$ cat src/rtl/hazard_ctrl.sv
// hazard_ctrl: pipeline hazard unit covering operand forwarding, load-use stalls,
// branch flushes and a data-memory wait FSM with a timeout error state.
// Optional macro HAZARD_PERF_EN adds saturating 16-bit performance counters
// (LwStallCnt, FlushCnt, MemWaitCnt).
// Stall/Flush/Forward outputs are combinational; MemErr and the counters are registered.
module hazard_ctrl (
    input  logic       clk,
    input  logic       rst,
    input  logic [4:0] Rs1D,
    input  logic [4:0] Rs2D,
    input  logic [4:0] Rs1E,
    input  logic [4:0] Rs2E,
    input  logic [4:0] RdE,
    input  logic [1:0] ResultSrcE,
    input  logic       PCSrcE,
    input  logic [4:0] RdM,
    input  logic       RegWriteM,
    input  logic [4:0] RdW,
    input  logic       RegWriteW,
    input  logic       MemReqM,
    input  logic       MemReadyM,
    output logic       StallF,
    output logic       StallD,
    output logic       StallE,
    output logic       StallM,
    output logic       FlushD,
    output logic       FlushE,
    output logic       FlushW,
    output logic [1:0] ForwardAE,
    output logic [1:0] ForwardBE,
`ifdef HAZARD_PERF_EN
    output logic [15:0] LwStallCnt,
    output logic [15:0] FlushCnt,
    output logic [15:0] MemWaitCnt,
`endif
    output logic       MemErr
);

    localparam int unsigned WAIT_W     = 8;
    localparam logic [WAIT_W-1:0] WAIT_LIMIT = WAIT_W'(63);

    typedef enum logic [1:0] {RUN, MEM_WAIT, ERROR} state_t;

    state_t            state;
    logic [WAIT_W-1:0] waitCnt;
    logic              lwStall;
    logic              memStart;
    logic              holdAll;

    // Forwarding select: the newer result in Memory wins over Writeback.
    always_comb begin
        ForwardAE = 2'b00;
        ForwardBE = 2'b00;
        if (RegWriteM && (RdM != 5'd0) && (RdM == Rs1E))
            ForwardAE = 2'b10;
        else if (RegWriteW && (RdW != 5'd0) && (RdW == Rs1E))
            ForwardAE = 2'b01;
        if (RegWriteM && (RdM != 5'd0) && (RdM == Rs2E))
            ForwardBE = 2'b10;
        else if (RegWriteW && (RdW != 5'd0) && (RdW == Rs2E))
            ForwardBE = 2'b01;
    end

    // Stall/flush decode; a memory stall freezes the whole pipe and masks branch/load-use.
    always_comb begin
        lwStall  = (ResultSrcE == 2'b01) && (RdE != 5'd0) && ((RdE == Rs1D) || (RdE == Rs2D));
        memStart = (state == RUN) && MemReqM && !MemReadyM;
        holdAll  = (state != RUN) || memStart;
        StallF   = lwStall;
        StallD   = lwStall;
        StallE   = 1'b0;
        StallM   = 1'b0;
        FlushD   = PCSrcE;
        FlushE   = lwStall | PCSrcE;
        FlushW   = 1'b0;
        if (holdAll) begin
            StallF = 1'b1;
            StallD = 1'b1;
            StallE = 1'b1;
            StallM = 1'b1;
            FlushD = 1'b0;
            FlushE = 1'b0;
            FlushW = 1'b1;
        end
    end

    // Memory wait FSM with timeout counter and sticky error flag.
    always_ff @(posedge clk) begin
        if (rst) begin
            state   <= RUN;
            waitCnt <= '0;
            MemErr  <= 1'b0;
        end else begin
            case (state)
                RUN: begin
                    if (memStart) begin
                        state   <= MEM_WAIT;
                        waitCnt <= '0;
                    end
                end
                MEM_WAIT: begin
                    if (MemReadyM) begin
                        state <= RUN;
                    end else if (waitCnt == WAIT_LIMIT) begin
                        state  <= ERROR;
                        MemErr <= 1'b1;
                    end else begin
                        waitCnt <= waitCnt + WAIT_W'(1);
                    end
                end
                ERROR: begin
                    MemErr <= 1'b1;
                end
                default: begin
                    state <= RUN;
                end
            endcase
        end
    end

`ifdef HAZARD_PERF_EN
    // Saturating event counters for load-use stalls, branch flushes and memory wait cycles.
    always_ff @(posedge clk) begin
        if (rst) begin
            LwStallCnt <= '0;
            FlushCnt   <= '0;
            MemWaitCnt <= '0;
        end else begin
            if ((state == RUN) && lwStall && (LwStallCnt != 16'hFFFF))
                LwStallCnt <= LwStallCnt + 16'd1;
            if ((state == RUN) && PCSrcE && (FlushCnt != 16'hFFFF))
                FlushCnt <= FlushCnt + 16'd1;
            if ((state == MEM_WAIT) && (MemWaitCnt != 16'hFFFF))
                MemWaitCnt <= MemWaitCnt + 16'd1;
        end
    end
`endif

endmodule

$ cat config.mk
export PLATFORM = sky130hd
export DESIGN_NAME = hazard_ctrl
export DESIGN_NICKNAME = d
export VERILOG_FILES = /design/src/rtl/hazard_ctrl.sv
export SDC_FILE = /design/constraint.sdc
export NUM_CORES = 1
export LEC_CHECK = 0
export ABC_CLOCK_PERIOD_IN_PS = 3500
export CORE_ASPECT_RATIO = 1.5
export CORE_MARGIN = 2
export CORE_UTILIZATION = 42
export CTS_CLUSTER_SIZE = 25
export DETAILED_ROUTE_END_ITERATION = 10
export PLACE_DENSITY = 0.88
export SETUP_SLACK_MARGIN = 0.4
export SYNTH_ARGS = -nofsm -noshare
export SYNTH_HDL_FRONTEND = slang
export SYNTH_SLANG_ARGS = --single-unit
$ cat constraint.sdc
create_clock -name clk -period 3.5 [get_ports clk]
set_input_delay 0.7 -clock clk [delete_from_list [all_inputs] [get_ports clk]]
set_output_delay 0.7 -clock clk [all_outputs]
set_load 0.1 [all_outputs]
After elaboration in Yosys (flattened, before gate mapping)
Cells that the tools add are included.
{"block": "op_classes", "add_sub_neg": 1, "multipliers": 0, "div": 0, "magnitude_cmp": 0, "eq_ne": 15, "shifts": 0, "mux": 19, "bitwise_logic": 2, "n_reduce_logical": 23}
{"operator": "5-bit == test", "count": 6}
{"operator": "8-bit 2-to-1 mux", "count": 3}
{"operator": "8-bit case mux with 2 select lines", "count": 1}
{"operator": "5-bit nonzero test", "count": 3}
{"operator": "1-bit logical AND", "count": 10}
{"operator": "2-bit 2-to-1 mux", "count": 5}
{"operator": "8-bit by 1-bit adder with 8-bit output (second input constant)", "count": 1}
{"operator": "8-bit by 6-bit == test with 1-bit output (second input constant)", "count": 1}
{"operator": "1-bit 2-to-1 mux", "count": 8}
{"operator": "2-bit inequality test (second input constant)", "count": 4}
{"operator": "2-bit case mux with 3 select lines", "count": 1}
{"operator": "3-bit AND reduction", "count": 2}
{"operator": "2-bit nonzero test", "count": 3}
{"operator": "2-bit by 1-bit == test with 1-bit output (second input constant)", "count": 2}
{"operator": "4-bit AND reduction", "count": 1}
{"operator": "3-bit inequality test (second input constant)", "count": 1}
{"operator": "2-bit == test (second input constant)", "count": 1}
{"operator": "2-bit zero test", "count": 1}
{"operator": "1-bit logical OR", "count": 2}
{"operator": "1-bit case mux with 2 select lines", "count": 1}
{"operator": "1-bit zero test", "count": 1}
{"operator": "1-bit inverter", "count": 1}
{"operator": "1-bit bitwise OR", "count": 1}
{"block": "totals", "register_bits": 11, "latchBits": 0, "mem_bits_rw": 0, "romBits": 0, "in_bits": 44, "memories": 0}

Logic depth before layout (Yosys ltp)
Gate-level depths: netlist of run 1.
{"block": "logic_depth", "depth_word": 5, "ltp_mapped": 5, "mapped_depth_nobuf": 5}

Worst setup path after synthesis of run 1
OpenSTA, ideal clock, no wires.
{"block": "synth_timing", "path_kind": "input to output", "start": "input RdM[4]", "end": "output ForwardAE[0]", "arrival_time_ps": 5137, "slack_ps": -2337, "stages": 4, "cell_sequence": "xnor2_1 -> nand3_1 -> nor4_1 -> nor4_2"}
{"block": "synth_between", "elab_chain_cells": 4}
{"element": "start, declared", "line_no": "16", "text": "input logic [4:0] RdM,"}
{"element": "5-bit nonzero test", "line_no": "54", "text": "if (RegWriteM && (RdM != 5'd0) && (RdM == Rs1E))"}
{"element": "1-bit logical AND", "line_no": "54"}
{"element": "1-bit logical AND *", "line_no": "54"}
{"element": "2-bit 2-to-1 mux *", "line_no": "54"}
{"element": "end, declared", "line_no": "29", "text": "output logic [1:0] ForwardAE,"}
Every way passes the cells marked *; elsewhere a longest branch is shown, timed or not.

Worst setup path in the final report of run 1
{"block": "layout_timing", "start": "input RegWriteW", "end": "output ForwardAE[0]"}
{"block": "layout_between", "elab_chain_cells": 4}
{"element": "start, declared", "line_no": "19", "text": "input logic RegWriteW,"}
{"element": "1-bit logical AND (2 in a row)", "line_no": "56", "text": "else if (RegWriteW && (RdW != 5'd0) && (RdW == Rs1E))"}
{"element": "1-bit 2-to-1 mux", "line_no": "56"}
{"element": "2-bit 2-to-1 mux", "line_no": "54"}
Every way passes these cells.

==> out/qor.csv, run 1 <==
stage,metric,value,unit
run_status,status,"complete, no violations",
critical_path,CP max FO,2,
timing,Peak Freq,328.0,MHz
yosys,most area-consuming cells after synthesis,"dfxtp_1 (22%), xor2_1 (21%), xnor2_1 (5.2%), nor2_1 (3.7%), a21oi_1 (3.4%)",
timing,Slew Limit Headroom,34.81,%
clock_tree,Clock Sinks,11,
yosys,Mapped Area,0.001020,mm^2
yosys,Yosys top cell by area,dfxtp_1,
yosys,most common cell in the netlist,xor2_1,
timing,Final min period,3.049,ns
clock_tree,CTS tree,built,
global_routing,vias in the first global route,1237,
global_routing,first-pass GRT wire length,5451,um
placed_design,GP Congestion,0.8657,
timing,period utilization,87.11,%
global_routing,largest net degree at the start of global routing,12,
timing,Worst Hold Margin,0.4776,ns
critical_path,CP endpoint kind,output pin,
pwr,overall power,432.8,uW
floorplanning,number of I/O pins,56,
placed_design,HPWL after DPL,2657,um
yosys,Unique masters post-synth,38,
pwr,Pleak,0.7246,nW
clock_tree,Root Buffer,clkbuf_4,
yosys,syn nets,174,
drt,total routed wirelength,3268,um
global_routing,gr ovfl total,0,
timing,Max Slew Vio Count,0,
clock_tree,clk_lat worst skew,0.27,ns
timing,final setup fails,0,
global_routing,GRT Util Overall,24.73,%
drt,Via density,5.665,
timing,setup TNS,0,ns
yosys,synthesized instance count,129,
floorplanning,Site Rows,21,
floorplanning,Starting Density,45.13,%
yosys,top-area cell type share of the netlist area,21.60,%
floorplanning,die height,64.35,um
clock_tree,deepest clock path buffer count,2,
drt,WL per Instance,15.64,um
timing,Hold Fails Final Rpt,0,
floorplanning,core box area,0.002260,mm^2
timing,RSZ-0062 raised after global routing,false,
timing,skew final,0.003179,ns
pwr,VDD IR-drop max,0.2383,mV
critical_path,Critical R2R Launch,waitCnt[0],
critical_path,"Arr. time, crit path",2.35,ns
yosys,Async SR Flop Fraction,0,%
placed_design,IO Port Bufs,55,
flow_run,MaxCap Viol Count,0,
finish,FF/Latch Area,220.2,um^2
finish,share of layout cells above drive strength 1,17.74,%
clock_tree,"Hold-fix buffers, CTS",0,
pwr,PwrDens,238.4,mW/mm^2
critical_path,worst endpoint required time,2.80,ns
yosys,sequential area share after synthesis,21.60,%
finish,fin nets,232,
drt,drt first pass iters,3,
timing,Worst-Margin Slew,0.9748,ns
critical_path,Worst Setup Start Kind,primary input,
yosys,synthesized area per cell,7.905,um^2
floorplanning,Chip Width,44.23,um
clock_tree,CTS Buf Count,3,
floorplanning,die area,0.002846,mm^2
yosys,Post-synth top cells,"xor2_1 (24), dfxtp_1 (11), nor2_1 (10)",
finish,Multi-input gate area,840.8,um^2
critical_path,reg2reg setup slack,1.82,ns
finish,# fillers,140,
critical_path,worst flop-to-flop path endpoint,waitCnt[1],
yosys,number of synthesized register bits,11,
drt,vias,1184,
min_path,Hold EP,MemErr,
drt,post-route ant nets,0,
finish,Synth-to-Final Area Change,78.04,%
yosys,ys flop type,dfxtp_1,
clock_tree,Max H-tree Level,1,
min_path,Hold Path Depth,2,
drt,DR DRC count,0,
finish,ANT cells,0,
yosys,Post-synth EDFFs,0,
clock_tree,Worst-path clk slew,0.06,ns
critical_path,Register-to-Register Path Depth,5,
yosys,yosys warns,0,
critical_path,critical path type,primary input to output pin,
min_path,Hold Startpoint,MemErr,
drt,DRT iter0 DRCs,11,
global_routing,antenna violations before repair,0,
min_path,worst hold path type,flip-flop to flip-flop,
layout make-up:
class	instances	share of cell area, %
clock buffer	4	1.447
inverter	4	0.8270
multi-input combinational	109	46.31
sequential	11	12.13
tap	23	1.585
timing repair buffer	58	37.70
metrics by stage:
step	cells	util (%)	cell area (um^2)	setup slack [ns]
floorplan	129	-	1099	0.1488
global placement	203	78.13	1765	0.2427
detailed placement	203	78.13	1765	0.1594
CTS	209	79.90	1805	0.4037
global route	209	80.34	1815	0.3889
finish	209	80.34	1815	0.4513
flip-flops by register name, summed over array words and instances (netlist names):
register / cells
waitCnt: 8
MemErr: 1
state: 2
metal layers:
| layer | GRT usage (%) | routed length [um] | vias up | share of wire, % |
|---|---|---|---|---|
| met5 | 0 | 0 | - | 0 |
| met4 | 9.470 | 84 | 0 | 2.6 |
| met3 | 4.520 | 217 | 10 | 6.6 |
| met2 | 46.51 | 1824 | 40 | 56 |
| met1 | 25.52 | 1142 | 555 | 35 |
| li1 | - | - | 579 | - |
where the power goes:
group / switching [mW] / internal [mW]
combinational: 0.121 / 0.0984
clock: 0.0423 / 0.0442
sequential: 0.00122 / 0.126
total: 0.164 / 0.269
cell families after synthesis:
| logic type | share of synthesized area, % |
|---|---|
| buffers and inverters | 4.417 |
| AOI/OAI and AO/OA | 18.41 |
| adders and majority gates | 1.227 |
| DFF | 21.59 |
| xor gates and xnor gates | 25.77 |
| and+or+nand+nor | 28.59 |
worst max-delay path: stages:
cell             delay (ns)
clkdlybuf4s50_1        0.46
o21ai_1                0.08
or4_4                  0.56
nor4_4                 0.34
buf_12                 0.21
worst max path at each step:
stage / startpoint / endpoint / slack (ns)
5_1_grt: RegWriteW / ForwardAE[0] / 0.39
3_3_place_gp: RdW[2] / ForwardAE[0] / 0.24
4_1_cts: RdM[2] / ForwardBE[0] / 0.40
3_5_place_dp: RdW[2] / ForwardAE[0] / 0.16
6_report: RegWriteW / ForwardAE[0] / 0.45
2_1_floorplan: RdM[1] / ForwardAE[0] / 0.15
repair_timing:
item / 4_1_cts / 5_1_grt
pin swaps: 3 / 2
buffers inserted: 2 / 0
gates resized for setup: 11 / 7
setup endpoints to repair: 2 / 2
cell usage in the layout (no fill, tap or decap), types with 5 or more instances in the layout:
| cell | instances |
|---|---|
| buf_12 | 11 |
| dlygate4sd2_1 | 7 |
| xnor2_1 | 6 |
| a21oi_1 | 7 |
| nor3_1 | 6 |
| dfxtp_1 | 11 |
| o21ai_0 | 5 |
| xor2_1 | 24 |
| dlymetal6s2s_1 | 6 |
| nand2_1 | 6 |
| nor2_1 | 10 |
| nand3_1 | 5 |
| clkdlybuf4s50_1 | 30 |
No activity file was read; power rests on OpenSTA's default activity.
==> run 2, diff against run 1 <==
--- a/config.mk
+++ b/config.mk
@@ -11,7 +11,7 @@
 export CORE_UTILIZATION = 42
 export CTS_CLUSTER_SIZE = 25
 export DETAILED_ROUTE_END_ITERATION = 10
-export PLACE_DENSITY = 0.88
+export PLACE_DENSITY = 0.86
 export SETUP_SLACK_MARGIN = 0.4
 export SYNTH_ARGS = -nofsm -noshare
 export SYNTH_HDL_FRONTEND = slang
==> run 2 against run 1 <==
- sequential share of layout area is essentially flat
- cell area up 0.41%
- clock skew barely moved
- total power rose by 1.4%
- routed wire length grew 2.4%
- setup slack improved by 0.081 ns
- register-to-register slack about the same
- clock-buffer cell count stayed put
- fmax rose by 2.7%
- via count up 0.76%
- global-route usage increased by 0.59 points
- highest routed layer unchanged
==> out/qor.csv, run 2 (synthesis gave the netlist of run 1 again) <==
stage,metric,value,unit
global_routing,gr busiest metal,met2,
critical_path,cell count along the critical path,5,
critical_path,"Arr. time, crit path",2.27,ns
floorplanning,Site Rows,21,
critical_path,CP max FO,3,
finish,share of layout cells above drive strength 1,17.20,%
floorplanning,die area,0.002846,mm^2
floorplanning,Chip Width,44.23,um
finish,ANT cells,0,
run_status,status,"complete, no violations",
floorplanning,number of I/O pins,56,
critical_path,critical-path cell list,dlygate4sd2_1 > xor2_1 > or4_4 > nor4_4 > buf_12,
drt,Via density,5.708,
floorplanning,Starting Density,45.13,%
global_routing,largest net degree at the start of global routing,12,
timing,Worst Hold Margin,0.4564,ns
clock_tree,Max H-tree Level,1,
finish,Synth-to-Final Area Change,78.77,%
timing,Final min period,2.968,ns
clock_tree,Clock Sinks,11,
finish,"commonest non-fill, non-tap cell in the layout",clkdlybuf4s50_1,
clock_tree,Worst-path clk slew,0.07,ns
critical_path,crit-path max cell delay,0.55,ns
finish,max FFs per register,8,
timing,period utilization,84.80,%
timing,RSZ-0062 raised after global routing,false,
floorplanning,core box area,0.002260,mm^2
pwr,sw power,169.9,uW
pwr,sw frac,38.72,%
clock_tree,CTS Buf Count,3,
pwr,Pleak,0.7342,nW
timing,Hold Fails Final Rpt,0,
timing,final setup fails,0,
pwr,Reg power frac,29.0,%
critical_path,Register-to-Register Path Depth,5,
pwr,overall power,438.7,uW
pwr,Logic pwr share,50.0,%
critical_path,Worst Setup Start Kind,primary input,
critical_path,critical path type,primary input to output pin,
finish,fin nets,232,
drt,WL per Instance,16.01,um
drt,DR DRC count,0,
finish,Largest regs,"waitCnt (8), state (2), MemErr (1)",
pwr,VDD IR-drop max,0.2212,mV
clock_tree,"Hold-fix buffers, CTS",0,
timing,Slew Limit Headroom,35.22,%
drt,total routed wirelength,3346,um
pwr,clock power share,21.0,%
timing,Worst-Margin Slew,0.9686,ns
clock_tree,clk_lat worst skew,0.28,ns
critical_path,crit-path leading delay family,simple AND/OR/NAND/NOR gates,
pwr,Int Power,268.8,uW
placed_design,HPWL after DPL,2682,um
min_path,Hold Path Depth,2,
critical_path,Crit-path slowest cell,or4_4,
critical_path,worst endpoint required time,2.80,ns
global_routing,met2 GRT Util,47.24,%
placed_design,IO Port Bufs,55,
min_path,worst hold path type,flip-flop to flip-flop,
drt,post-route ant nets,0,
drt,drt first pass iters,4,
timing,skew final,0.002736,ns
flow_run,MaxCap Viol Count,0,
pwr,PwrDens,240.7,mW/mm^2
timing,Peak Freq,336.9,MHz
drt,vias,1193,
global_routing,antenna violations before repair,0,
clock_tree,CTS tree,built,
timing,Max Slew Vio Count,0,
clock_tree,deepest clock path buffer count,2,
critical_path,CP endpoint kind,output pin,
placed_design,GP Congestion,0.8195,
timing,setup TNS,0,ns
clock_tree,Root Buffer,clkbuf_4,
finish,Biggest register,waitCnt,
global_routing,met3 GRT Util,2.825,%
finish,most frequent cells in the layout,"clkdlybuf4s50_1 (29), xor2_1 (24), dfxtp_1 (11), buf_12 (11), nor2_1 (10)",
drt,DRT iter0 DRCs,24,
global_routing,gr ovfl total,0,
global_routing,GRT Util Overall,25.32,%
global_routing,first-pass GRT wire length,5561,um
floorplanning,die height,64.35,um
critical_path,CP Buf/Inv Count,2,
global_routing,M1 GR Usage,27.15,%
global_routing,vias in the first global route,1266,
[run 2: changes by cell type in the layout (fill, tap and decap cells not counted)]
cell / delta
clkbuf_2: -1
clkdlybuf4s15_1: +1
clkdlybuf4s50_1: -1
dlymetal6s2s_1: +1
[run 2: layout make-up]
cell class                 instances  area (um^2)
clock buffer                       4        26.28
sequential                        11        220.2
fill                             149        436.7
tap                               23        28.78
inverter                           4        15.01
multi-input combinational        109        840.8
timing repair buffer              58        691.9
[run 2: layer usage]
layer	part of all wire, %	up-vias
li1	-	577
met1	38	553
met2	53	54
met3	6.8	9
met4	2.2	0
met5	0	-
[run 2: path summary, 6_finish.rpt]
check | from | endpoint | slack, ns
max | RdW[2] | ForwardBE[0] | 0.53
min | MemErr | MemErr | 0.46
max reg2reg | waitCnt[0] | waitCnt[1] | 1.82
min reg2reg | MemErr | MemErr | 0.46
[run 2: repair_timing]
action	4_1_cts	5_1_grt
buffers inserted	2	0
setup endpoints to repair	2	2
resized for setup	11	7
pin swaps	3	4
[run 2: worst reg2reg max path, cell delays in order (launching register included)]
cell and delay [ns]:
dfxtp_1 0.33, ha_1 0.23, and3_1 0.25, a31o_4 0.30, or3_1 0.34, a21oi_1 0.14
[run 2: power groups by stage]
stage / Clock [mW] / Combinational [mW] / Sequential (mW)
after CTS: 0.0926 / 0.220 / 0.127
after detailed placement: 0 / 0.220 / 0.130
after global placement: 0 / 0.215 / 0.130
final: 0.0920 / 0.220 / 0.127
after floorplan: 0 / 0.118 / 0.130
after global routing: 0.0968 / 0.231 / 0.127
[run 2: metrics by stage]
stage	setup WS, ns	instances	util, %	area, um^2
5_1_grt	0.4318	209	80.68	1823
3_5_place_dp	0.1981	203	78.13	1765
6_report	0.5319	209	80.68	1823
2_1_floorplan	0.1488	129	-	1099
3_3_place_gp	0.2434	203	78.13	1765
4_1_cts	0.4051	209	79.90	1805
==> run 3, diff against run 2 <==
--- a/config.mk
+++ b/config.mk
@@ -5,13 +5,13 @@
 export SDC_FILE = /design/constraint.sdc
 export NUM_CORES = 1
 export LEC_CHECK = 0
-export ABC_CLOCK_PERIOD_IN_PS = 3500
+export ABC_CLOCK_PERIOD_IN_PS = 3000
 export CORE_ASPECT_RATIO = 1.5
 export CORE_MARGIN = 2
-export CORE_UTILIZATION = 42
+export CORE_UTILIZATION = 39
 export CTS_CLUSTER_SIZE = 25
 export DETAILED_ROUTE_END_ITERATION = 10
-export PLACE_DENSITY = 0.86
+export PLACE_DENSITY = 0.81
 export SETUP_SLACK_MARGIN = 0.4
 export SYNTH_ARGS = -nofsm -noshare
 export SYNTH_HDL_FRONTEND = slang
==> constraint.sdc (replaced) <==
create_clock -name clk -period 3 [get_ports clk]
set_input_delay 0.6 -clock clk [delete_from_list [all_inputs] [get_ports clk]]
set_output_delay 0.6 -clock clk [all_outputs]
set_load 0.1 [all_outputs]
==> run 3 against run 2 <==
- cell area grew 9.1%
- register-to-register slack lost 0.51 ns
- die area grew 7.1%
- via count grew 4.5%
- routed wire length grew 9.4%
- setup slack lost 0.18 ns
==> out/qor.csv, run 3 (synthesis gave the netlist of run 1 again) <==
stage,metric,value,unit
placed_design,GP Congestion,0.8451,
floorplanning,die height,66.63,um
finish,Biggest register,waitCnt,
critical_path,Register-to-Register Path Depth,5,
clock_tree,Root Buffer,clkbuf_4,
floorplanning,Chip Width,45.75,um
clock_tree,"Hold-fix buffers, CTS",0,
clock_tree,CTS Buf Count,3,
drt,drt first pass iters,4,
finish,fin area,0.001989,mm^2
critical_path,crit-path max cell delay,0.50,ns
global_routing,largest net degree at the start of global routing,12,
placed_design,Area after DPL,0.001916,mm^2
pwr,Pleak,0.8657,nW
global_routing,gr ovfl total,0,
finish,most frequent cells in the layout,"xor2_1 (22), buf_4 (16), clkdlybuf4s50_1 (12)",
min_path,Hold Startpoint,MemErr,
finish,share of layout cells above drive strength 1,35.18,%
critical_path,Worst Setup EP,ForwardAE[0],
placed_design,Post-Place Cells,217,
finish,# fillers,159,
run_status,status,"complete, no violations",
critical_path,"Arr. time, crit path",2.05,ns
timing,final setup fails,0,
drt,Via density,5.592,
clock_tree,Clock Sinks,11,
finish,Largest regs,"waitCnt (8), state (2), MemErr (1)",
timing,Hold Fails Final Rpt,0,
drt,vias,1247,
clock_tree,clk_lat worst skew,0.27,ns
finish,"Cell Count, Final, Fillers Out",223,
timing,Worst-Margin Slew,0.4281,ns
drt,post-route ant nets,0,
global_routing,first-pass GRT wire length,5589,um
finish,FF/Latch Area,220.2,um^2
finish,Multi-input gate area,940.9,um^2
placed_design,HPWL after DPL,2925,um
timing,Slew Limit Headroom,71.37,%
min_path,worst hold path type,flip-flop to flip-flop,
timing,setup TNS,0,ns
floorplanning,die area,0.003048,mm^2
drt,DRT iter0 DRCs,18,
floorplanning,number of I/O pins,56,
drt,WL per Instance,16.42,um
clock_tree,Worst-path clk slew,0.07,ns
finish,Synth-to-Final Area Change,95.09,%
critical_path,Worst Setup Start Kind,primary input,
drt,total routed wirelength,3661,um
critical_path,worst endpoint required time,2.40,ns
timing,period utilization,88.39,%
floorplanning,Starting Density,41.16,%
critical_path,Critical Path Source,RdW[4],
clock_tree,CTS tree,built,
critical_path,Critical R2R Launch,waitCnt[0],
critical_path,Crit-path slowest cell,or4_4,
finish,ANT cells,0,
timing,Max Slew Vio Count,0,
floorplanning,Site Rows,22,
finish,fin nets,245,
global_routing,antenna violations before repair,0,
timing,RSZ-0062 raised after global routing,true,
pwr,VDD IR-drop max,0.2145,mV
critical_path,critical path type,primary input to output pin,
finish,"commonest non-fill, non-tap cell in the layout",xor2_1,
global_routing,GRT Util Overall,24.40,%
timing,skew final,0.001134,ns
pwr,PwrDens,269.7,mW/mm^2
timing,Final min period,2.652,ns
critical_path,worst flop-to-flop path endpoint,waitCnt[1],
pwr,overall power,536.6,uW
placed_design,IO Port Bufs,55,
critical_path,reg2reg setup slack,1.31,ns
drt,DR DRC count,0,
critical_path,critical-path cell list,clkdlybuf4s15_1 > xor2_1 > or4_4 > nor4_4 > buf_12,
finish,final core occ,80.30,%
flow_run,MaxCap Viol Count,0,
clock_tree,deepest clock path buffer count,2,
critical_path,CP endpoint kind,output pin,
finish,max FFs per register,8,
critical_path,CP max FO,3,
timing,Peak Freq,377.1,MHz
global_routing,vias in the first global route,1303,
floorplanning,core box area,0.002477,mm^2
clock_tree,Max H-tree Level,1,
## run 3: what timing repair did
item | in CTS | in global routing
resized for setup | 41 | 29
buffers inserted | 1 | 1
pin swaps | 10 | 13
setup endpoints to repair | 7 | 7
## run 3: report_power, final
group | total (mW) | internal, mW | switching, mW
sequential | 0.148 | 0.147 | 0.00135
clock | 0.105 | 0.0516 | 0.0538
combinational | 0.283 | 0.127 | 0.156
total | 0.537 | 0.326 | 0.211
## run 3: area by class of cell
cell class / instances / area share [%]
clock buffer: 4 / 1.321
inverter: 4 / 0.7547
multi-input combinational: 109 / 47.30
sequential: 11 / 11.07
tap: 24 / 1.509
timing repair buffer: 71 / 38.05
## run 3: critical path: cells and delay by family
family	cells	cell delay (ns)
simple gates	2	0.84
buf+inv	2	0.44
xor+xnor	1	0.17
## run 3: routing by layer
layer | vias up | track usage, % | wire length, um
met5 | - | 0 | 0
met4 | 0 | 6.429 | 56
met3 | 7 | 1.897 | 176
met2 | 50 | 48.06 | 2139
met1 | 586 | 26.03 | 1289
li1 | 604 | - | -
## run 3: worst min path at each step
stage / end / slack (ns) / depth (start not counted)
finish: MemErr / 0.45 / 2
global route: MemErr / 0.48 / 2
CTS: MemErr / 0.45 / 2
detailed placement: MemErr / 0.44 / 2
global placement: MemErr / 0.44 / 2
floorplan: waitCnt[7] / 0.46 / 1
## run 3: through the flow
stage	hold WS [ns]	setup slack, ns
floorplan	0.4572	-0.1512
CTS	0.4537	0.2969
detailed placement	0.4407	-0.1016
global route	0.4833	0.3086
global placement	0.4375	-0.05118
finish	0.4509	0.3482
==> RTL edit: new RTL, settings of run 3 <==
The localparam `WAIT_W` goes from 8 to 10.
--- a/src/rtl/hazard_ctrl.sv
+++ b/src/rtl/hazard_ctrl.sv
@@ -36,7 +36,7 @@
     output logic       MemErr
 );
 
-    localparam int unsigned WAIT_W     = 8;
+    localparam int unsigned WAIT_W     = 10;
     localparam logic [WAIT_W-1:0] WAIT_LIMIT = WAIT_W'(63);
 
     typedef enum logic [1:0] {RUN, MEM_WAIT, ERROR} state_t;
Check against the original RTL: same outputs for any inputs over 10 cycles, from zero or initial values and one cycle with rst high; that may be too few to reach the edited logic, so the function may still have changed.
==> RTL edit against run 3 <==
  * Wire length increased by 14%
  * Final area increased by 8.2%
  * Sequential cell count increased by 2
  * Worst setup slack improved by 0.0080 ns
  * Largest power group unchanged
  * Synthesized cell count increased by 14%
  * Area after synthesis increased by 12%
  * Critical endpoint unchanged
  * Critical path depth increased by 1
  * Total power increased by 17%
  * Sequential share of layout area increased by 1.0 points
  * Largest cell class unchanged
==> RTL edit: results (changes against run 3) <==
Outcome
  • Status: finished clean

Worst setup path
  • R2r endpoint: waitCnt[6]
  • Worst Reg-to-Reg Cells: 5 (unchanged)
  • Crit-path slowest cell: or4_4
  • Worst EP arrival: 2.04 ns
  • Top cell family by delay on the critical path: simple AND/OR/NAND/NOR gates
  • Reg2Reg Setup Slack: 1.28 ns (-0.03 ns)
  • Crit path largest cell delay: 0.54 ns (+0.04 ns)
  • CP Max Fanout: 2 (-1)
  • Reg2reg start: state[1]

Global route
  • First-pass GRT wire length: 6270 um (+12%)
  • Antenna violations before repair: 0 (unchanged)
  • Tot GR Track Use: 0.252 (+0.00842)
  • Vias in the first global route: 1424 (+9.3%)
  • Largest net degree at the start of global routing: 13 (+1)

Worst hold path
  • Worst Hold End: MemErr
  • Hold Crit Depth: 2 (unchanged)
  • HP Start: MemErr
  • HP Class: register to register

Placed design
  • Gpl congestion: 0.915 (+8.2%)
  • I/O Buffers: 55 (unchanged)
  • Placement Setup Slack: -0.115 ns (-0.0130 ns)
  • Placed cells: 252 (+16%)
  • Post-detail-place hpwl: 3460 um (+18%)

Detailed routing
  • First-pass detailed-route iteration total: 4 (unchanged)
  • Initial drt markers: 28 (+10)
  • Routed len/inst: 16.2 um (-1.1%)
  • Via-to-Cell Ratio: 5.45 (-2.6%)

Layout
  • Non-Filler Instances: 258 (+16%)
  • Layout Nets: 265 (+8.2%)
  • Fillers: 194 (+22%)
  • Fraction of layout cells with a size suffix above 1: 0.338 (-0.0139)
  • Largest registers: waitCnt x10, state x2, MemErr x1
  • Antenna diode count: 0 (unchanged)

CTS
  • Clk root buf: clkbuf_8
  • # hold bufs at CTS: 0 (unchanged)
  • Num CTS Buffers: 3 (unchanged)
  • Max Buffers Root-to-Sink: 2 (unchanged)
  • Clock Latency Late Sink: 0.25 ns (-0.02 ns)
  • Total number of H-tree levels: 1 (unchanged)
  • Clk slew on worst S/H paths: 0.05 ns (-0.02 ns)

Yosys
  • Synth cell count leaders: xor2_1 (24), dfxtp_1 (13), o21ai_0 (11)
  • Post-synthesis net count: 192 (+10%)
  • Post-synthesis cell count: 147 (+14%)
  • Top FF cell, synth: dfxtp_1
  • Yosys cell types: 35 (-7.9%)
  • Post-synth ARST share: 0 (unchanged)
  • Yosys warning total: 0 (unchanged)
  • Top area cells in the synthesized netlist: dfxtp_1 (23%), xor2_1 (18%), o21ai_0 (4.8%)
  • Sequential area share after synthesis: 0.228 (+0.0116)

STA
  • Rel. slew slack: 0.735 (+0.0210)
  • Worst Skew: 0.00676 ns (+0.00563 ns)

Power
  • Power Internal: 398 uW (+22%)
  • VDD IR max: 0.350 mV (+63%)
  • LEAKAGE: 0.868 nW (+0.24%)
RTL edit: timing repair:
action	in CTS	in global routing
cloned	0	0
gates resized for setup	44	26
buffers inserted	1	1
pin swaps	13	8
setup endpoints to repair	7	6
RTL edit: power by group through the flow:
stage | clock (mW) | sequential, mW | combinational (mW)
CTS | 0.163 | 0.177 | 0.284
detailed placement | 0 | 0.180 | 0.286
global route | 0.167 | 0.177 | 0.300
global placement | 0 | 0.180 | 0.278
floorplan | 0 | 0.180 | 0.147
finish | 0.163 | 0.177 | 0.287
RTL edit: cell type report:
cell class,instances,area [sq um],area share
repair buffers,73,761,0.353
clock buffers,4,45.0,0.0209
well taps,39,48.8,0.0227
flip-flops and latches,13,260,0.121
inverters,4,15.0,0.00697
multi-input cells,125,1020,0.475
RTL edit: cells by family (layout without fill, tap and decap cells):
family,count (synthesis),count (layout),share of synthesized area
and+or+nand+nor,62,62,0.324
AOI/OAI and AO/OA,32,32,0.168
xor gates and xnor gates,30,30,0.230
DFF,13,13,0.228
buffers and inverters,9,81,0.0394
adders and majority gates,1,1,0.0109
RTL edit: worst max-delay path by stage:
stage,from,endpoint,slack (ns)
detailed placement,RdW[4],ForwardBE[0],-0.11
global route,RdM[4],ForwardBE[0],0.31
global placement,RdW[4],ForwardBE[0],-0.06
finish,RdM[4],ForwardAE[0],0.36
floorplan,RdM[1],ForwardAE[0],-0.15
CTS,RdM[4],ForwardBE[0],0.32
RTL edit: worst reg2reg max path: cells and delay by family (launching register included):
family / cells / cell delay [ns]
AO/OA/AOI/OAI: 2 / 0.36
buffers and inverters: 1 / 0.23
AND/OR/NAND/NOR: 2 / 0.72
flip-flops: 1 / 0.36
RTL edit: per-stage QoR:
| step | instance area (sq um) | hold slack [ns] | setup TNS [ns] |
|---|---|---|---|
| finish | 2150 | 0.449 | 0 |
| global route | 2150 | 0.487 | 0 |
| CTS | 2140 | 0.451 | 0 |
| detailed placement | 2090 | 0.443 | -0.227 |
| global placement | 2090 | 0.437 | -0.110 |
| floorplan | 1290 | 0.464 | -0.302 |
RTL edit: routing by layer:
metal	track usage	vias up	wire, um
li1	-	683	-
met1	0.238	647	1390
met2	0.468	60	2370
met3	0.0491	15	302
met4	0.111	0	129
met5	0	-	0
